## src/rtl/sha1_msg_schedule_if.sv

```systemverilog
// rtl/sha1_msg_schedule_if.sv - block-in / schedule-word-out handshake bundle for the SHA-1 message scheduler
interface sha1_msg_schedule_if #(
    parameter int DATA_WIDTH        = 32,
    parameter int CHANNEL_NUM_WIDTH = 6
);
    logic                         blk_valid;
    logic                         blk_ready;
    logic [16*DATA_WIDTH-1:0]     blk_data;
    logic [CHANNEL_NUM_WIDTH-1:0] blk_channel;

    logic                         w_valid;
    logic                         w_ready;
    logic [DATA_WIDTH-1:0]        w_data;
    logic [6:0]                   w_round;
    logic [1:0]                   w_func_sel;
    logic [CHANNEL_NUM_WIDTH-1:0] w_channel;
    logic                         w_last;

    // Block producer and round-stage consumer side.
    modport master (
        output blk_valid,
        output blk_data,
        output blk_channel,
        input  blk_ready,
        input  w_valid,
        output w_ready,
        input  w_data,
        input  w_round,
        input  w_func_sel,
        input  w_channel,
        input  w_last
    );

    // Scheduler side.
    modport slave (
        input  blk_valid,
        input  blk_data,
        input  blk_channel,
        output blk_ready,
        output w_valid,
        input  w_ready,
        output w_data,
        output w_round,
        output w_func_sel,
        output w_channel,
        output w_last
    );
endinterface

```

## src/rtl/sha1_msg_schedule.sv

```systemverilog
// rtl/sha1_msg_schedule.sv - SHA-1 message schedule: expands one 512-bit block into W[0..79] over a handshake
module sha1_msg_schedule #(
    parameter int DATA_WIDTH        = 32,
    parameter int CHANNEL_NUM_TOTAL = 64,
    parameter int CHANNEL_NUM_WIDTH = $clog2(CHANNEL_NUM_TOTAL)
) (
    input  logic                 clk,
    input  logic                 rst_n,
    sha1_msg_schedule_if.slave   bus
);

    localparam int         WORDS     = 16;
    localparam logic [6:0] LAST_ROUND = 7'd79;

    if (DATA_WIDTH != 32 || (2 ** CHANNEL_NUM_WIDTH) < CHANNEL_NUM_TOTAL) begin : g_bad_param
        $error("sha1_msg_schedule: unsupported DATA_WIDTH or channel tag too narrow");
    end

    typedef enum logic {
        IDLE = 1'b0,
        RUN  = 1'b1
    } state_t;

    state_t                       state_q,      state_d;
    logic [6:0]                   t_q,          t_d;
    logic                         w_valid_q,    w_valid_d;
    logic [DATA_WIDTH-1:0]        w_data_q,     w_data_d;
    logic [6:0]                   w_round_q,    w_round_d;
    logic [1:0]                   w_func_sel_q, w_func_sel_d;
    logic [CHANNEL_NUM_WIDTH-1:0] w_channel_q,  w_channel_d;
    logic                         w_last_q,     w_last_d;
    logic [DATA_WIDTH-1:0]        sh_q [WORDS];
    logic [DATA_WIDTH-1:0]        sh_d [WORDS];

    logic [DATA_WIDTH-1:0]        sh_mix;
    logic [DATA_WIDTH-1:0]        sh_feedback;
    logic [6:0]                   t_next;
    logic                         accept;
    logic                         advance;

    function automatic logic [1:0] round_group(input logic [6:0] t);
        logic [1:0] g;
        if (t >= 7'd60) begin
            g = 2'd3;
        end else if (t >= 7'd40) begin
            g = 2'd2;
        end else if (t >= 7'd20) begin
            g = 2'd1;
        end else begin
            g = 2'd0;
        end
        return g;
    endfunction

    function automatic logic [DATA_WIDTH-1:0] block_word(input logic [16*DATA_WIDTH-1:0] blk,
                                                         input int k);
        return blk[(WORDS-1-k)*DATA_WIDTH +: DATA_WIDTH];
    endfunction

    // Sliding 16-word window: sh[0] is the word on the output, sh[13]/sh[8]/sh[2]/sh[0]
    // are W[t+13]/W[t+8]/W[t+2]/W[t], which produce W[t+16].
    assign sh_mix      = sh_q[13] ^ sh_q[8] ^ sh_q[2] ^ sh_q[0];
    assign sh_feedback = {sh_mix[DATA_WIDTH-2:0], sh_mix[DATA_WIDTH-1]};
    assign t_next      = t_q + 7'd1;

    assign bus.blk_ready  = (state_q == IDLE) && rst_n;
    assign accept         = bus.blk_valid && (state_q == IDLE);
    assign advance        = w_valid_q && bus.w_ready;

    assign bus.w_valid    = w_valid_q;
    assign bus.w_data     = w_data_q;
    assign bus.w_round    = w_round_q;
    assign bus.w_func_sel = w_func_sel_q;
    assign bus.w_channel  = w_channel_q;
    assign bus.w_last     = w_last_q;

    always_comb begin
        state_d      = state_q;
        t_d          = t_q;
        w_valid_d    = w_valid_q;
        w_data_d     = w_data_q;
        w_round_d    = w_round_q;
        w_func_sel_d = w_func_sel_q;
        w_channel_d  = w_channel_q;
        w_last_d     = w_last_q;
        for (int k = 0; k < WORDS; k++) begin
            sh_d[k] = sh_q[k];
        end

        case (state_q)
            IDLE: begin
                if (accept) begin
                    state_d = RUN;
                    t_d     = 7'd0;
                    for (int k = 0; k < WORDS; k++) begin
                        sh_d[k] = block_word(bus.blk_data, k);
                    end
                    w_valid_d    = 1'b1;
                    w_data_d     = block_word(bus.blk_data, 0);
                    w_round_d    = 7'd0;
                    w_func_sel_d = 2'd0;
                    w_channel_d  = bus.blk_channel;
                    w_last_d     = 1'b0;
                end
            end

            RUN: begin
                if (advance) begin
                    if (t_q == LAST_ROUND) begin
                        // Drop to IDLE and blank the word so the stale window never shows.
                        state_d      = IDLE;
                        t_d          = 7'd0;
                        w_valid_d    = 1'b0;
                        w_data_d     = '0;
                        w_round_d    = 7'd0;
                        w_func_sel_d = 2'd0;
                        w_last_d     = 1'b0;
                    end else begin
                        for (int k = 0; k < WORDS-1; k++) begin
                            sh_d[k] = sh_q[k+1];
                        end
                        sh_d[WORDS-1] = sh_feedback;
                        t_d           = t_next;
                        w_data_d      = sh_q[1];
                        w_round_d     = t_next;
                        w_func_sel_d  = round_group(t_next);
                        w_last_d      = (t_next == LAST_ROUND);
                    end
                end
            end

            default: begin
                state_d   = IDLE;
                t_d       = 7'd0;
                w_valid_d = 1'b0;
                w_last_d  = 1'b0;
            end
        endcase
    end

    always_ff @(posedge clk) begin
        if (!rst_n) begin
            state_q      <= IDLE;
            t_q          <= 7'd0;
            w_valid_q    <= 1'b0;
            w_data_q     <= '0;
            w_round_q    <= 7'd0;
            w_func_sel_q <= 2'd0;
            w_channel_q  <= '0;
            w_last_q     <= 1'b0;
        end else begin
            state_q      <= state_d;
            t_q          <= t_d;
            w_valid_q    <= w_valid_d;
            w_data_q     <= w_data_d;
            w_round_q    <= w_round_d;
            w_func_sel_q <= w_func_sel_d;
            w_channel_q  <= w_channel_d;
            w_last_q     <= w_last_d;
        end
        // The window is only observable through w_data while w_valid is high.
        sh_q <= sh_d;
    end

endmodule

```

## src/flat_wrapper.sv

```systemverilog
// flat-port wrapper written by rule: the top's interface ports become plain ports
module sha1_msg_schedule_flat 
#(
    parameter int DATA_WIDTH        = 32,
    parameter int CHANNEL_NUM_TOTAL = 64,
    parameter int CHANNEL_NUM_WIDTH = $clog2(CHANNEL_NUM_TOTAL)
)
  (clk, rst_n, bus_blk_valid, bus_blk_data, bus_blk_channel, bus_blk_ready, bus_w_valid, bus_w_ready, bus_w_data, bus_w_round, bus_w_func_sel, bus_w_channel, bus_w_last);
  sha1_msg_schedule_if #(.DATA_WIDTH(DATA_WIDTH), .CHANNEL_NUM_WIDTH(CHANNEL_NUM_WIDTH)) bus_i ();
  input  logic clk;
  input  logic rst_n;
  input wire logic [$bits(bus_i.blk_valid)-1:0] bus_blk_valid;
  input wire logic [$bits(bus_i.blk_data)-1:0] bus_blk_data;
  input wire logic [$bits(bus_i.blk_channel)-1:0] bus_blk_channel;
  output wire logic [$bits(bus_i.blk_ready)-1:0] bus_blk_ready;
  output wire logic [$bits(bus_i.w_valid)-1:0] bus_w_valid;
  input wire logic [$bits(bus_i.w_ready)-1:0] bus_w_ready;
  output wire logic [$bits(bus_i.w_data)-1:0] bus_w_data;
  output wire logic [$bits(bus_i.w_round)-1:0] bus_w_round;
  output wire logic [$bits(bus_i.w_func_sel)-1:0] bus_w_func_sel;
  output wire logic [$bits(bus_i.w_channel)-1:0] bus_w_channel;
  output wire logic [$bits(bus_i.w_last)-1:0] bus_w_last;
  assign bus_i.blk_valid = bus_blk_valid;
  assign bus_i.blk_data = bus_blk_data;
  assign bus_i.blk_channel = bus_blk_channel;
  assign bus_blk_ready = bus_i.blk_ready;
  assign bus_w_valid = bus_i.w_valid;
  assign bus_i.w_ready = bus_w_ready;
  assign bus_w_data = bus_i.w_data;
  assign bus_w_round = bus_i.w_round;
  assign bus_w_func_sel = bus_i.w_func_sel;
  assign bus_w_channel = bus_i.w_channel;
  assign bus_w_last = bus_i.w_last;
  sha1_msg_schedule #(.DATA_WIDTH(DATA_WIDTH), .CHANNEL_NUM_TOTAL(CHANNEL_NUM_TOTAL), .CHANNEL_NUM_WIDTH(CHANNEL_NUM_WIDTH)) u_core (.clk(clk), .rst_n(rst_n), .bus(bus_i));
endmodule
```

## config.mk

```make
export PLATFORM = sky130hd
export DESIGN_NAME = sha1_msg_schedule_flat
export DESIGN_NICKNAME = d
export VERILOG_FILES = /design/src/rtl/sha1_msg_schedule_if.sv /design/src/rtl/sha1_msg_schedule.sv /design/src/flat_wrapper.sv
export SDC_FILE = /design/constraint.sdc
export NUM_CORES = 1
export LEC_CHECK = 0
export CORE_MARGIN = 3
export CORE_UTILIZATION = 45
export DETAILED_ROUTE_END_ITERATION = 16
export HOLD_SLACK_MARGIN = 0.12
export PLACE_DENSITY_LB_ADDON = 0.3
export RECOVER_POWER = 50
export SLEW_MARGIN = 20
export SYNTH_ARGS = -nofsm -noshare
export SYNTH_HDL_FRONTEND = slang
export SYNTH_SLANG_ARGS = --single-unit
```

## constraint.sdc

```tcl
create_clock -name clk -period 15.2 [get_ports clk]
set_input_delay 1.52 -clock clk [delete_from_list [all_inputs] [get_ports clk]]
set_output_delay 1.52 -clock clk [all_outputs]
set_load 0.01 [all_outputs]
```

## After elaboration in Yosys (flattened, before gate mapping)

Cells that the tools add are included.

- Flip-flop bits (word level): 562
- Input bits: 522
- Output and inout bits: 50
- Logic and storage cells: 75

- Add/sub/neg operators: 1
- Magnitude comparators: 3
- Equal/unequal tests: 6
- Muxes and demuxes: 31
- Bitwise operators: 4
- Reduce and logical (&&, ||, !) cells: 7

Operators with widths:

| kind | count |
|---|---|
| $mux 512 | 3 |
| $pmux 512 s2 | 1 |
| $mux 32 | 3 |
| $xor 32x32->32 | 3 |
| $pmux 32 s2 | 1 |
| $mux 7 | 3 |
| $eq 7x7->1 const B | 2 |
| $ge 7x6->1 const B | 2 |
| $pmux 7 s2 | 1 |
| $mux 1 | 10 |
| $mux 2 | 5 |
| $add 7x1->7 const B | 1 |
| $ge 7x5->1 const B | 1 |
| $ne 2x2->1 const B | 3 |
| $pmux 1 s2 | 3 |
| $reduce_and 3->1 | 2 |
| $pmux 2 s2 | 1 |
| $reduce_and 2->1 | 2 |
| $logic_and 1x1->1 | 3 |
| $ne 2x1->1 const B | 1 |
| $not 1->1 | 1 |

## Longest topological paths before layout

Gate-level depths: netlist of the first run.

- Word-level depth: 8
- Mapped depth: 10
- Gate-level depth less buffers: 6

## Worst setup path before layout of the first run

OpenSTA, ideal clock, no wires.

- Path type: input to register
- From: in bus_w_ready
- To: reg u_core.sh_q[0] in the netlist's numbering (enable)
- Data arrival time: 10.066 ns
- Slack: 1.448 ns
- Cell stages on the path: 3
- Path buffers: 0
- Cell sequence: nand3_1 -> a31o_2 -> nand2_1

- Longest elaborated chain between the ends: 3

RTL lines:

| what | line | text |
|---|---|---|
| start: declaration | flat_wrapper.sv:17 | `input wire logic [$bits(bus_i.w_ready)-1:0] bus_w_ready;` |
| $logic_and 1x1->1 | sha1_msg_schedule.sv:68 | `assign advance = w_valid_q && bus.w_ready;` |
| $ne 2x2->1 (no source line) | n/a |  |
| $reduce_and 3->1 (no source line) | n/a |  |
| end signal: assignment | sha1_msg_schedule.sv:162 | `sh_q <= sh_d;` |
| end: declaration | sha1_msg_schedule.sv:32 | `logic [DATA_WIDTH-1:0] sh_q [WORDS];` |

No other way between the ends.
A chain may end at the register's enable or synchronous reset.

==> results of run 1 <==
## cell usage in the layout, fill, tap and decap left out, types with 3 or more instances in the layout
cell type and instances:
nor2_1 48, dfxtp_1 50, bufinv_16 3, a21o_1 32, nand2_1 25, nor2b_1 35
nand3_1 6, o22ai_1 3, diode_2 10, a21oi_2 30, mux2_2 436, a211oi_1 4
inv_1 4, dlygate4sd3_1 80, clkbuf_1 19, xnor2_1 97, edfxtp_1 512, clkinv_1 18
buf_12 3, mux2_1 12, o21ai_0 37, clkbuf_16 59, and3_1 5, clkdlybuf4s50_1 490
a21oi_1 77, clkinv_2 12
## worst min-delay path, stage by stage (launching register included)
cell and delay [ps]:
dfxtp_1 300, nand2_1 50, a21oi_1 50
## final timing paths
path                      startpoint                 endpoint  cells past startpoint
max                   u_core.state_q         u_core.sh_q[303]                      4
min          u_core.bus.w_channel[5]  u_core.bus.w_channel[5]                      2
max reg2reg           u_core.state_q         u_core.sh_q[303]                      4
min reg2reg  u_core.bus.w_channel[5]  u_core.bus.w_channel[5]                      2
## cell usage after synthesis, types with 2 or more instances
master and number:
edfxtp_1 512, mux2_2 448, xnor2_1 97, nor2_1 47, nand2_1 26, o22ai_1 3, buf_1 3, buf_6 4
clkbuf_1 17, and2_1 2, nand3_1 6, a21o_1 32, buf_12 3, o21ai_0 37, dfxtp_1 50, and3_1 5
nand2b_1 2, a211oi_1 4, a21oi_1 77, nor2b_1 35, inv_1 4, ha_1 2, buf_4 2, buf_2 61
a21oi_2 30
## final cells by class
cell class	count	area [sq um]
Sequential cell	562	16380
Tap cell	696	870.8
Multi-Input combinational cell	869	7756
Antenna cell	10	25.02
Clock inverter	37	250.2
Timing Repair Buffer	581	5804
Clock buffer	73	1529
Inverter	4	15.01
Fill cell	4101	21400
## per-stage QoR
step	total power [W]	cells	util [%]	instance area, sq um	hold slack [ps]
3_5_place_dp	0.002422	2712	57.12	30860	446.8
4_1_cts	0.003784	2822	60.41	32640	455.4
2_1_floorplan	0.002250	1525	-	24650	480.5
6_report	0.003743	2832	60.39	32630	454.0
3_3_place_gp	0.002409	2712	57.12	30860	446.9
5_1_grt	0.003895	2827	60.37	32610	479.8
## power breakdown
| part | switching (W) | internal, W |
|---|---|---|
| clock | 0.000590 | 0.000761 |
| combinational | 0.000193 | 0.000292 |
| sequential | 0.0000532 | 0.00185 |
## state kept, by name, summed over array words and instances (netlist names)
| name | cells |
|---|---|
| u_core.bus.w_func_sel | 2 |
| u_core.bus.w_valid | 1 |
| u_core.sh_q | 512 |
| u_core.bus.w_last | 1 |
| u_core.bus.w_round | 7 |
| u_core.bus.w_data | 32 |
| u_core.state_q | 1 |
| u_core.bus.w_channel | 6 |
## kinds of logic after synthesis
logic type	synth area share (%)
flops	66.42
mux	20.46
compound gates	4.969
simple gates	2.472
xor+xnor	3.482
buf+inv	2.091
fa+ha+maj	0.1015
## layer usage
layer / wire length, um / global-route usage [%]
met1: 24800 / 25.72
met2: 30280 / 34.11
met3: 4881 / 6.401
met4: 1434 / 6.393
met5: 83 / 0
==> results.yml, run 1 <==
outcome:
  status: "finished with violations"
  violations: "max-capacitance violations, max-slew violations"
yosys:
  syn_area_sq_um: 24650
  synthFlopType: "edfxtp_1"
  syn_inst: 1525
  ys_async_sr_fraction_pct: 0
  yosys-top-cells-area: "edfxtp_1 (62%), mux2_2 (20%), dfxtp_1 (4.1%)"
  yosys_warnings: 0
  synth_area_leader_cell: "edfxtp_1"
  ys_ff_latch: 562
  synth_area_per_cell_sq_um: 16.17
  synth_nets: 2049
  yosys.area.top_type_share_pct: 62.36
  ys_types: 41
  ys_seq_area_share_pct: 66.42
  synth_edf_count: 512
sta:
  final_max_slew_viol_count: 447
  tightest_slew_ps: 4316
  period_minus_slack_ps: 7580
  setup_viol: 0
  maxSlewHeadroom_pct: -187.7
  finalCritPeriodShare_pct: 49.87
  setup_tns_ps: 0
  worst_slack_ps: 7620
  rsz0062_at_grt: "no"
  max_freq_ghz: 0.1319
  finClkSkew_ps: 20.11
  final-hold-violation-count: 0
finish:
  drive_gt1_share_pct: 26.01
  area_growth_pct: 32.34
  fin_nets: 2601
detailed_routing:
  drt_pass1_iterations: 6
  via_count: 14550
  vias_per_cell: 5.136
  drc: 0
  antenna_left: 0
  dr.first_iter.drc_count: 1091
  routed_wl_um: 61480
  wl_per_cell_um: 21.71
floorplanning:
  die_w_um: 240.1
  dieArea_sq_um: 57630
  fp.dieH_um: 240.1
  design.core.area_sq_um: 54030
  pin_count: 572
  start_util_pct: 45.63
  rows: 85
setup_path:
  path_common_cell: "clkbuf_1"
  cpLargestDelayFamily: "buffers and inverters"
  max_stage_delay_ps: 2270
  crit_chain: "clkbuf_1 > clkbuf_1 > buf_4 > mux2_2"
  worst_path_max_delay_cell: "clkbuf_1"
  end_kind: "flip-flop"
  worstSetupPathType: "flip-flop to flip-flop"
  path_buf_inv: 3
  reg2reg_slack_ps: 7620
  cp.arrival_ps: 7940
  crit_fanout: 88
  required_ps: 15560
  crit_path_start_kind: "flip-flop"
power:
  leakagePower_nw: 11.24
  peakVddDrop_uv: 90.05
  p_per_area_nw_per_um2: 114.7
clocking:
  hold_buffers: 0
  clk_pin_slew_worst_paths_ps: 60
  cts_resized: 0
  root_buffer: "clkbuf_16"
  htree_levels: 2
  cts-buffers-inserted: 59
  worstSkewPairLatency_ps: 610
  clock_sinks: 562
  clk_path_buf_depth: 3
  postCtsSetupBuffers: 0
  tritoncts: "done"
global_routing:
  first_global_vias: 15290
  antenna_found_initial: 13
  grt_util_all_layers_pct: 20.50
  grt_overflow_total: 0
  grt_max_degree: 191
  grt_pass1_wl_um: 89250
place:
  place_hpwl_um: 42820
  port_buffers: 571
  place_ws_ps: 9755
  gp_congestion: 0.8451
job:
  max_cap_violations: 7
hold_path:
  min_path_type: "flip-flop to flip-flop"
No activity file was read; power rests on OpenSTA's default activity.
==> inputs of run 2 (changes only) <==
==> constraint.sdc (replaced) <==
create_clock -name clk -period 6.78 [get_ports clk]
set_input_delay 0.678 -clock clk [delete_from_list [all_inputs] [get_ports clk]]
set_output_delay 0.678 -clock clk [all_outputs]
set_load 0.01 [all_outputs]
==> run 2 against run 1 <==
Net effect: the run still ends with max-capacitance violations, max-slew violations left; count of clock-buffer cells in the layout grew 13; critical path depth is the same; sequential share of layout area shrank 0.10 points; total power grew 130%; clock skew shrank 3.0 ps; core utilization grew 0.12 points; maximum frequency grew 60%; flip-flop and latch count is the same; largest cell class unchanged; die area is the same; clock power grew 130%; hold slack lost 2.8 ps.
==> results.yml, run 2 (same netlist as run 1, synthesis figures left out) <==
detailed_routing:
  drt_pass1_iterations: 6
  via_count: 14670
  dr.first_iter.drc_count: 1148
  wl_per_cell_um: 21.85
  vias_per_cell: 5.165
  drc: 0
  routed_wl_um: 62050
  antenna_left: 0
finish:
  fin_util_pct: 60.51
  finalInstanceArea_sq_um: 32690
  drive_gt1_share_pct: 25.62
  final_common_cell: "clkdlybuf4s50_1"
  fin_nets: 2599
  mostFrequentLayoutCells: "clkdlybuf4s50_1 (521), edfxtp_1 (512), mux2_2 (431), xnor2_1 (97), a21oi_1 (84)"
  area_growth_pct: 32.60
  largest_reg_flops: 512
  top_register: "u_core.sh_q"
outcome:
  status: "finished with violations"
  violations: "max-capacitance violations, max-slew violations"
sta:
  rsz0062_at_grt: "no"
  worst_slack_ps: 2039
  final_max_slew_viol_count: 182
  setup_viol: 0
  max_freq_ghz: 0.2109
  finClkSkew_ps: 17.08
  maxSlewHeadroom_pct: -49.20
  period_minus_slack_ps: 4741
  tightest_slew_ps: 2238
  final-hold-violation-count: 0
  finalCritPeriodShare_pct: 69.93
  setup_tns_ps: 0
clocking:
  clk_pin_slew_worst_paths_ps: 60
  cts-buffers-inserted: 58
  cts_resized: 0
  root_buffer: "clkbuf_16"
  hold_buffers: 0
  clock_sinks: 562
  postCtsSetupBuffers: 0
  htree_levels: 2
  worstSkewPairLatency_ps: 600
  clk_path_buf_depth: 3
  tritoncts: "done"
floorplanning:
  pin_count: 572
  dieArea_sq_um: 57630
  die_w_um: 240.1
  rows: 85
  design.core.area_sq_um: 54030
  start_util_pct: 45.63
  fp.dieH_um: 240.1
place:
  dpl_cell_area_sq_um: 30890
  port_buffers: 571
  gp_congestion: 0.8343
  place_ws_ps: 3283
  place_hpwl_um: 43190
global_routing:
  grt_util_all_layers_pct: 20.59
  grt_overflow_total: 0
  antenna_found_initial: 23
  grt_max_degree: 213
  first_global_vias: 15150
  grt_pass1_wl_um: 89420
setup_path:
  worstSetupPathType: "flip-flop to flip-flop"
  cp.arrival_ps: 4920
  end_kind: "flip-flop"
  required_ps: 6950
  crit_path_start_kind: "flip-flop"
  crit_fanout: 84
power:
  leakagePower_nw: 11.26
  total_power_w: 0.008425
  p_per_area_nw_per_um2: 257.7
  peakVddDrop_uv: 235.1
job:
  max_cap_violations: 2
hold_path:
  min_path_type: "flip-flop to flip-flop"
[run 2: changes by cell type in the layout (fill, tap and decap cells not counted), moves of 3 or more]
| cell | before | now |
|---|---|---|
| a21oi_1 | 77 | 84 |
| a21oi_2 | 30 | 23 |
| clkbuf_1 | 19 | 22 |
| clkbuf_8 | 0 | 5 |
| clkdlybuf4s50_1 | 490 | 521 |
| clkinv_1 | 18 | 10 |
| clkinv_2 | 12 | 7 |
| diode_2 | 10 | 21 |
| dlygate4sd3_1 | 80 | 49 |
| mux2_1 | 12 | 17 |
| mux2_2 | 436 | 431 |
[run 2: power breakdown]
group	switching, W	internal (W)
sequential	0.000115	0.00416
clock	0.00129	0.00177
combinational	0.000444	0.000650
[run 2: layout make-up]
class,instances,area [sq um]
Timing Repair Buffer,580,5823
Tap cell,696,870.8
Inverter,4,15.01
Sequential cell,562,16380
Clock buffer,86,1628
Antenna cell,21,52.55
Fill cell,4059,21340
Multi-Input combinational cell,869,7746
Clock inverter,22,180.2
[run 2: critical path, stage by stage (launching register included)]
cell and delay, ps:
dfxtp_1 1270, nand3_1 350, a31o_1 450, nand2_8 500, clkbuf_2 1590
[run 2: metrics by stage]
| step | std cells | hold slack (ps) |
|---|---|---|
| 2_1_floorplan | 1525 | 480.5 |
| 3_3_place_gp | 2711 | 442.8 |
| 3_5_place_dp | 2711 | 447.6 |
| 4_1_cts | 2819 | 455.7 |
| 5_1_grt | 2834 | 475.2 |
| 6_report | 2840 | 451.2 |
[run 2: worst paths after layout]
path	cells after the start	endpoint	startpoint	slack, ps
hold reg to reg	2	u_core.bus.w_channel[5]	u_core.bus.w_channel[5]	450
hold / removal	2	u_core.bus.w_channel[5]	u_core.bus.w_channel[5]	450
setup / recovery	4	u_core.sh_q[141]	u_core.state_q	2040
setup reg to reg	4	u_core.sh_q[141]	u_core.state_q	2040
[run 2: routing by layer]
| metal | vias to the layer above | part of all wire [%] | GRT usage [%] |
|---|---|---|---|
| met3 | 103 | 7.3 | 6.091 |
| met1 | 7212 | 41 | 26.14 |
| met2 | 444 | 49 | 33.68 |
| li1 | 6903 | - | - |
| met5 | - | 0.077 | 0 |
| met4 | 8 | 2.8 | 7.413 |
